==> config.mk <==
export PLATFORM = sky130hd
export DESIGN_NAME = prio_arbiter_flat
export DESIGN_NICKNAME = d
export VERILOG_FILES = /design/src/rtl/prio_pkg.sv /design/src/rtl/prio_arbiter_if.sv /design/src/rtl/prio_enc_n.sv /design/src/rtl/prio_arbiter.sv /design/src/flat_wrapper.sv
export SDC_FILE = /design/constraint.sdc
export NUM_CORES = 1
export LEC_CHECK = 0
export CAP_MARGIN = 0
export CORE_ASPECT_RATIO = 1.4
export CORE_UTILIZATION = 45
export DETAILED_ROUTE_END_ITERATION = 8
export GPL_TIMING_DRIVEN = 0
export HOLD_SLACK_MARGIN = 0.12
export PLACE_DENSITY = 0.71
export SYNTH_ARGS = -nofsm -noshare
export SYNTH_HDL_FRONTEND = slang
export SYNTH_HIERARCHICAL = 1
export SYNTH_SLANG_ARGS = --single-unit
==> constraint.sdc <==
create_clock -name clk -period 3.33 [get_ports clk]
set_input_delay 0.8325 -clock clk [delete_from_list [all_inputs] [get_ports clk]]
set_output_delay 0.8325 -clock clk [all_outputs]
set_load 0.01 [all_outputs]
==> src/rtl/prio_pkg.sv <==
// Shared definitions for the priority arbiter: mode encodings, FSM states and a width helper.
package prio_pkg;

    localparam int unsigned MODE_FIXED = 0;
    localparam int unsigned MODE_RR    = 1;

    typedef enum logic [0:0] {
        StIdle,
        StGrant
    } state_e;

    // ceil(log2(v)), but never narrower than one bit.
    function automatic int unsigned clog2_min1(input int unsigned v);
        return (v <= 1) ? 1 : $clog2(v);
    endfunction

endpackage

==> src/rtl/prio_arbiter_if.sv <==
// Request/grant bundle between requesters (master) and the arbiter (slave).
interface prio_arbiter_if #(
    parameter int unsigned N = 8
) ();
    import prio_pkg::*;

    localparam int unsigned IW = clog2_min1(N);

    logic [N-1:0]  req;
    logic [N-1:0]  gnt;
    logic [IW-1:0] gnt_idx;
    logic          gnt_valid;

    modport master (
        output req,
        input  gnt,
        input  gnt_idx,
        input  gnt_valid
    );

    modport slave (
        input  req,
        output gnt,
        output gnt_idx,
        output gnt_valid
    );

endinterface

==> src/rtl/prio_enc_n.sv <==
// N-input combinational priority encoder; the highest set index wins.
module prio_enc_n
    import prio_pkg::*;
#(
    parameter int unsigned N = 8
) (
    input  logic [N-1:0]                req_i,
    output logic [clog2_min1(N)-1:0]    idx_o,
    output logic                        found_o
);

    localparam int unsigned IW = clog2_min1(N);

    always_comb begin
        idx_o   = '0;
        found_o = 1'b0;
        for (int i = 0; i < N; i++) begin
            if (req_i[i]) begin
                idx_o   = IW'(i);
                found_o = 1'b1;
            end
        end
    end

endmodule

==> src/rtl/prio_arbiter.sv <==
// N-way arbiter with fixed-priority or round-robin selection and a bounded grant tenure.
module prio_arbiter
    import prio_pkg::*;
#(
    parameter int unsigned N        = 8,
    parameter int unsigned MODE     = MODE_FIXED,
    parameter int unsigned MAX_HOLD = 4
) (
    input  logic           clk,
    input  logic           rst,
    prio_arbiter_if.slave  bus
);

    localparam int unsigned IW = clog2_min1(N);
    localparam int unsigned HW = clog2_min1(MAX_HOLD + 1);
    localparam logic [HW-1:0] HOLD_LAST = HW'((MAX_HOLD == 0) ? 0 : MAX_HOLD - 1);

    state_e        state_q;
    logic [N-1:0]  gnt_q;
    logic [IW-1:0] idx_q;
    logic [IW-1:0] ptr_q;
    logic          valid_q;
    logic [HW-1:0] hold_q;

    logic [N-1:0]  enc_in;
    logic [IW-1:0] enc_idx;
    logic          enc_found;
    logic [IW-1:0] win_idx;
    logic          expired;
    logic          owner_keep;

    // Round-robin: search position j (starting at ptr+1) lands on encoder bit N-1-j, so the
    // first position searched is the one the highest-wins encoder prefers.
    always_comb begin
        enc_in = bus.req;
        if (MODE == MODE_RR) begin
            for (int j = 0; j < N; j++) begin
                int unsigned k;
                k = int'(ptr_q) + 1 + j;
                if (k >= N) begin
                    k = k - N;
                end
                enc_in[N-1-j] = bus.req[k];
            end
        end
    end

    prio_enc_n #(
        .N (N)
    ) u_enc (
        .req_i   (enc_in),
        .idx_o   (enc_idx),
        .found_o (enc_found)
    );

    always_comb begin
        int unsigned w;
        w       = 0;
        win_idx = enc_idx;
        if (MODE == MODE_RR) begin
            w = int'(ptr_q) + N - int'(enc_idx);
            if (w >= N) begin
                w = w - N;
            end
            win_idx = IW'(w);
        end
    end

    assign expired    = (MAX_HOLD != 0) && (hold_q == HOLD_LAST);
    assign owner_keep = (state_q == StGrant) && bus.req[idx_q] && !expired;

    always_ff @(posedge clk) begin
        if (rst) begin
            state_q <= StIdle;
            gnt_q   <= '0;
            idx_q   <= '0;
            valid_q <= 1'b0;
            hold_q  <= '0;
            ptr_q   <= IW'(N - 1);
        end else if (owner_keep) begin
            // Saturate so an unlimited tenure never wraps the counter.
            if (hold_q != '1) begin
                hold_q <= hold_q + 1'b1;
            end
        end else if (enc_found) begin
            state_q <= StGrant;
            gnt_q   <= {{(N-1){1'b0}}, 1'b1} << win_idx;
            idx_q   <= win_idx;
            ptr_q   <= win_idx;
            valid_q <= 1'b1;
            hold_q  <= '0;
        end else begin
            state_q <= StIdle;
            gnt_q   <= '0;
            idx_q   <= '0;
            valid_q <= 1'b0;
            hold_q  <= '0;
        end
    end

    assign bus.gnt       = gnt_q;
    assign bus.gnt_idx   = idx_q;
    assign bus.gnt_valid = valid_q;

endmodule
==> src/flat_wrapper.sv <==
// flat-port wrapper written by rule: the top's interface ports become plain ports
module prio_arbiter_flat import prio_pkg::*;
#(
    parameter int unsigned N        = 8,
    parameter int unsigned MODE     = MODE_FIXED,
    parameter int unsigned MAX_HOLD = 4
)
  (clk, rst, bus_req, bus_gnt, bus_gnt_idx, bus_gnt_valid);
  prio_arbiter_if #(.N(N)) bus_i ();
  input  logic clk;
  input  logic rst;
  input wire logic [$bits(bus_i.req)-1:0] bus_req;
  output wire logic [$bits(bus_i.gnt)-1:0] bus_gnt;
  output wire logic [$bits(bus_i.gnt_idx)-1:0] bus_gnt_idx;
  output wire logic [$bits(bus_i.gnt_valid)-1:0] bus_gnt_valid;
  assign bus_i.req = bus_req;
  assign bus_gnt = bus_i.gnt;
  assign bus_gnt_idx = bus_i.gnt_idx;
  assign bus_gnt_valid = bus_i.gnt_valid;
  prio_arbiter #(.N(N), .MODE(MODE), .MAX_HOLD(MAX_HOLD)) u_core (.clk(clk), .rst(rst), .bus(bus_i));
endmodule
==> reports/metrics.yaml, run 1 <==
outcome:
  status: "completed"
place:
  gp_congestion: 0.7854
  place_hpwl_um: 1622
  placed_cells: 139
  io_buffers: 21
synthesis:
  synth_nets: 111
  async_flop_share_pct: 0
  synth_top_area_share_pct: 33.80
  synth_flop_cell: "dfxtp_1"
  syn_area_per_cell_um2: 9.065
  synth-seq-cells: 15
  ys_types: 36
  ys_top_cells_by_count: "dfxtp_1, nor2_1, a21oi_1, nand2b_1, nand4b_1"
  yosys-top-cells-area: "dfxtp_1, nand4b_1, o41ai_1, ha_1, nand2b_1"
  ys.warnings.count: 6
  synth_cells: 98
  yosysTopAreaCell: "dfxtp_1"
  seq_area_frac_synth_pct: 33.80
  synth-edff-count: 0
  syn_area_um2: 888.4
  synth.most_common_cell: "dfxtp_1"
critical_path:
  required_ps: 3500
  r2r-end: "u_core/bus.gnt[2]$_SDFFE_PP0N_"
  r2r_slack_ps: 1450
  crit_fanout: 6
  start_kind: "input port"
  worstReg2RegStart: "u_core/hold_q[0]$_SDFFE_PP0P_"
  path_class: "input port to flop"
  arrival_ps: 2550
  rr_worst_depth: 6
  endpoint_kind: "flop"
clock_tree:
  cts_root_buffer: "clkbuf_4"
  clock-sinks: 15
  cts_hold_buf: 0
  cts_resized: 0
  cts.htree.levels: 1
  clk_latency_ps: 280
  cts-buffers-inserted: 3
  cts_tree: "done"
  cts_setup_buffers: 0
  cts_max_path_buffers: 2
  cts.clk_slew.worst_paths_ps: 90
power:
  vdd_drop_max_mv: 0.2673
  power_per_cell_area_mw_per_mm2: 381.0
  p_leak_nw: 0.4271
floorplan:
  die_area_mm2: 0.002158
  core.rowCount: 18
  design.core.area_mm2: 0.001802
  die_h_um: 54.57
  dieWidth_um: 39.55
  ios: 22
  start_util_pct: 49.31
cells_and_area:
  n_antenna_cell: 0
  instances_no_fill: 143
  utilization_pct: 63.82
  syn_to_final_growth_pct: 29.44
  drive_gt1_share_pct: 11.38
  nFillCells: 169
  final_nets: 137
global_route:
  busiest_layer: "met2"
  use_met3_pct: 1.220
  grtUsageMet1_pct: 24.87
  grt_use_met2_pct: 41.26
  grt_pass1_vias: 804
  antenna_found_initial: 0
  gr-total-overflow: 0
  grt_pass1_wl_um: 3318
  gr-usage-all-layers_pct: 22.28
  grt_max_degree: 11
sta:
  max_freq_mhz: 420.7
  hold_viol: 0
  tightest_slew_ps: 705.8
  whs_ps: 470.6
  rsz0062_at_grt: "no"
  finalCriticalPeriod_ps: 2377
  final-max-slew-violation-count: 0
  fin_worst_skew_ps: 1.078
  setup_violations: 0
  relSlewSlack_pct: 52.54
  setup-tns-final_ps: 0
  final_min_period_over_clock_period_pct: 71.38
drt:
  drc_errors: 0
  wl_per_cell_um: 15.36
  drt_iter0_drc: 22
  drt_wl_total_um: 2197
  vias_per_cell: 5.909
  num_vias: 845
  dr.pass1.iters: 4
  ant_nets: 0
min_path:
  hp-class: "flop to flop"
  hold_path_end: "u_core/bus.gnt[4]$_SDFFE_PP0N_"
  min_path_cells: 2
  hp-start: "u_core/bus.gnt[4]$_SDFFE_PP0N_"
job:
  cap_violations: 0
-- registers in the layout, indices dropped and copies added, names as in the netlist --
name	count
u_core/bus.gnt_idx	3
u_core/hold_q	3
u_core/bus.gnt_valid	1
u_core/bus.gnt	8
-- critical path, stage by stage --
cell	delay (ps)
clkdlybuf4s50_1	540
nor2_1	80
o31ai_1	560
nand2b_1	170
o41ai_1	360
-- how the worst max path moves through the flow --
| stage | start | end | slack, ps | cells after the start |
|---|---|---|---|---|
| after floorplan | bus_req[6] | u_core/bus.gnt_valid$_SDFFE_PP0N_ | 1350 | 5 |
| after global placement | bus_req[2] | u_core/bus.gnt[2]$_SDFFE_PP0N_ | 720 | 5 |
| after detailed placement | bus_req[2] | u_core/bus.gnt[2]$_SDFFE_PP0N_ | 700 | 5 |
| after CTS | bus_req[2] | u_core/bus.gnt[2]$_SDFFE_PP0N_ | 990 | 5 |
| after global routing | bus_req[2] | u_core/bus.gnt[2]$_SDFFE_PP0N_ | 840 | 5 |
| final | bus_req[2] | u_core/bus.gnt[2]$_SDFFE_PP0N_ | 950 | 5 |
-- layout make-up --
cell class	instances	area, um2	share of cell area, %
Multi-Input combinational cell	75	548.0	47.66
Tap cell	20	25.02	2.176
Inverter	3	11.26	0.9793
Sequential cell	15	300.3	26.12
Timing Repair Buffer	21	210.2	18.28
Buffer	5	28.78	2.503
Clock buffer	4	26.28	2.285
-- where the power goes --
group          total, mW  internal (mW)  switching [mW]
combinational      0.136         0.0626          0.0732
sequential         0.197          0.190         0.00685
clock              0.105         0.0465          0.0588
-- cells in the final DEF, fill, tap and decap left out, types with 2 or more instances in the layout --
| cell type | synthesis | final |
|---|---|---|
| mux2i_1 | 3 | 3 |
| o41ai_1 | 5 | 5 |
| clkbuf_1 | 2 | 3 |
| a2111oi_0 | 2 | 2 |
| buf_2 | 2 | 2 |
| nor3_1 | 3 | 3 |
| o21ai_0 | 3 | 3 |
| a211oi_1 | 2 | 2 |
| dfxtp_1 | 15 | 15 |
| nand2b_1 | 6 | 6 |
| nand4b_1 | 6 | 6 |
| ha_1 | 3 | 3 |
| o31ai_1 | 4 | 4 |
| nor4_1 | 2 | 2 |
| nor2_1 | 7 | 7 |
| clkdlybuf4s50_1 | 0 | 21 |
| inv_1 | 2 | 2 |
| and2b_2 | 2 | 2 |
| a21oi_1 | 6 | 6 |
| o21ai_1 | 2 | 2 |
| clkbuf_4 | 0 | 3 |
| nand2_1 | 5 | 5 |
-- logic make-up after synthesis --
logic type,after synthesis,share of synthesized area [%]
xor+xnor,1,0.9861
fa+ha+maj,3,4.226
compound gates,27,23.38
simple gates,40,27.19
mux,4,5.915
buf+inv,8,4.507
flops,15,33.80
-- metrics by stage --
| stage | setup WS [ps] | total power [mW] | instance area [um2] |
|---|---|---|---|
| finish | 953.1 | 0.4381 | 1150 |
| global route | 839.0 | 0.4568 | 1150 |
| CTS | 985.1 | 0.4414 | 1150 |
| detailed placement | 696.9 | 0.3355 | 1124 |
| global placement | 724.4 | 0.3325 | 1124 |
| floorplan | 1354 | 0.2849 | 888.4 |
-- routing by layer --
metal | vias to the layer above | part of all wire, %
met5 | - | 0
met2 | 23 | 53
met3 | 2 | 4.6
met4 | 0 | 0.46
li1 | 422 | -
met1 | 398 | 42
Note: power is estimated with default switching activity, not from simulation.
==> run 2, diff against run 1 <==
- clock period: 3.33 -> 2.5 ns (I/O delays scaled with it)
==> results of run 2 <==
The final DEF is identical to that of run 1. Status: completed.
Among the figures that moved: setup slack after placement 696.9 ps -> 74.44 ps; setup slack after layout 953.1 ps -> 330.6 ps; register-to-register setup slack 1450 ps -> 620 ps; total power 0.4381 mW -> 0.5835 mW; worst IR drop on VDD 0.2673 mV -> 0.3561 mV
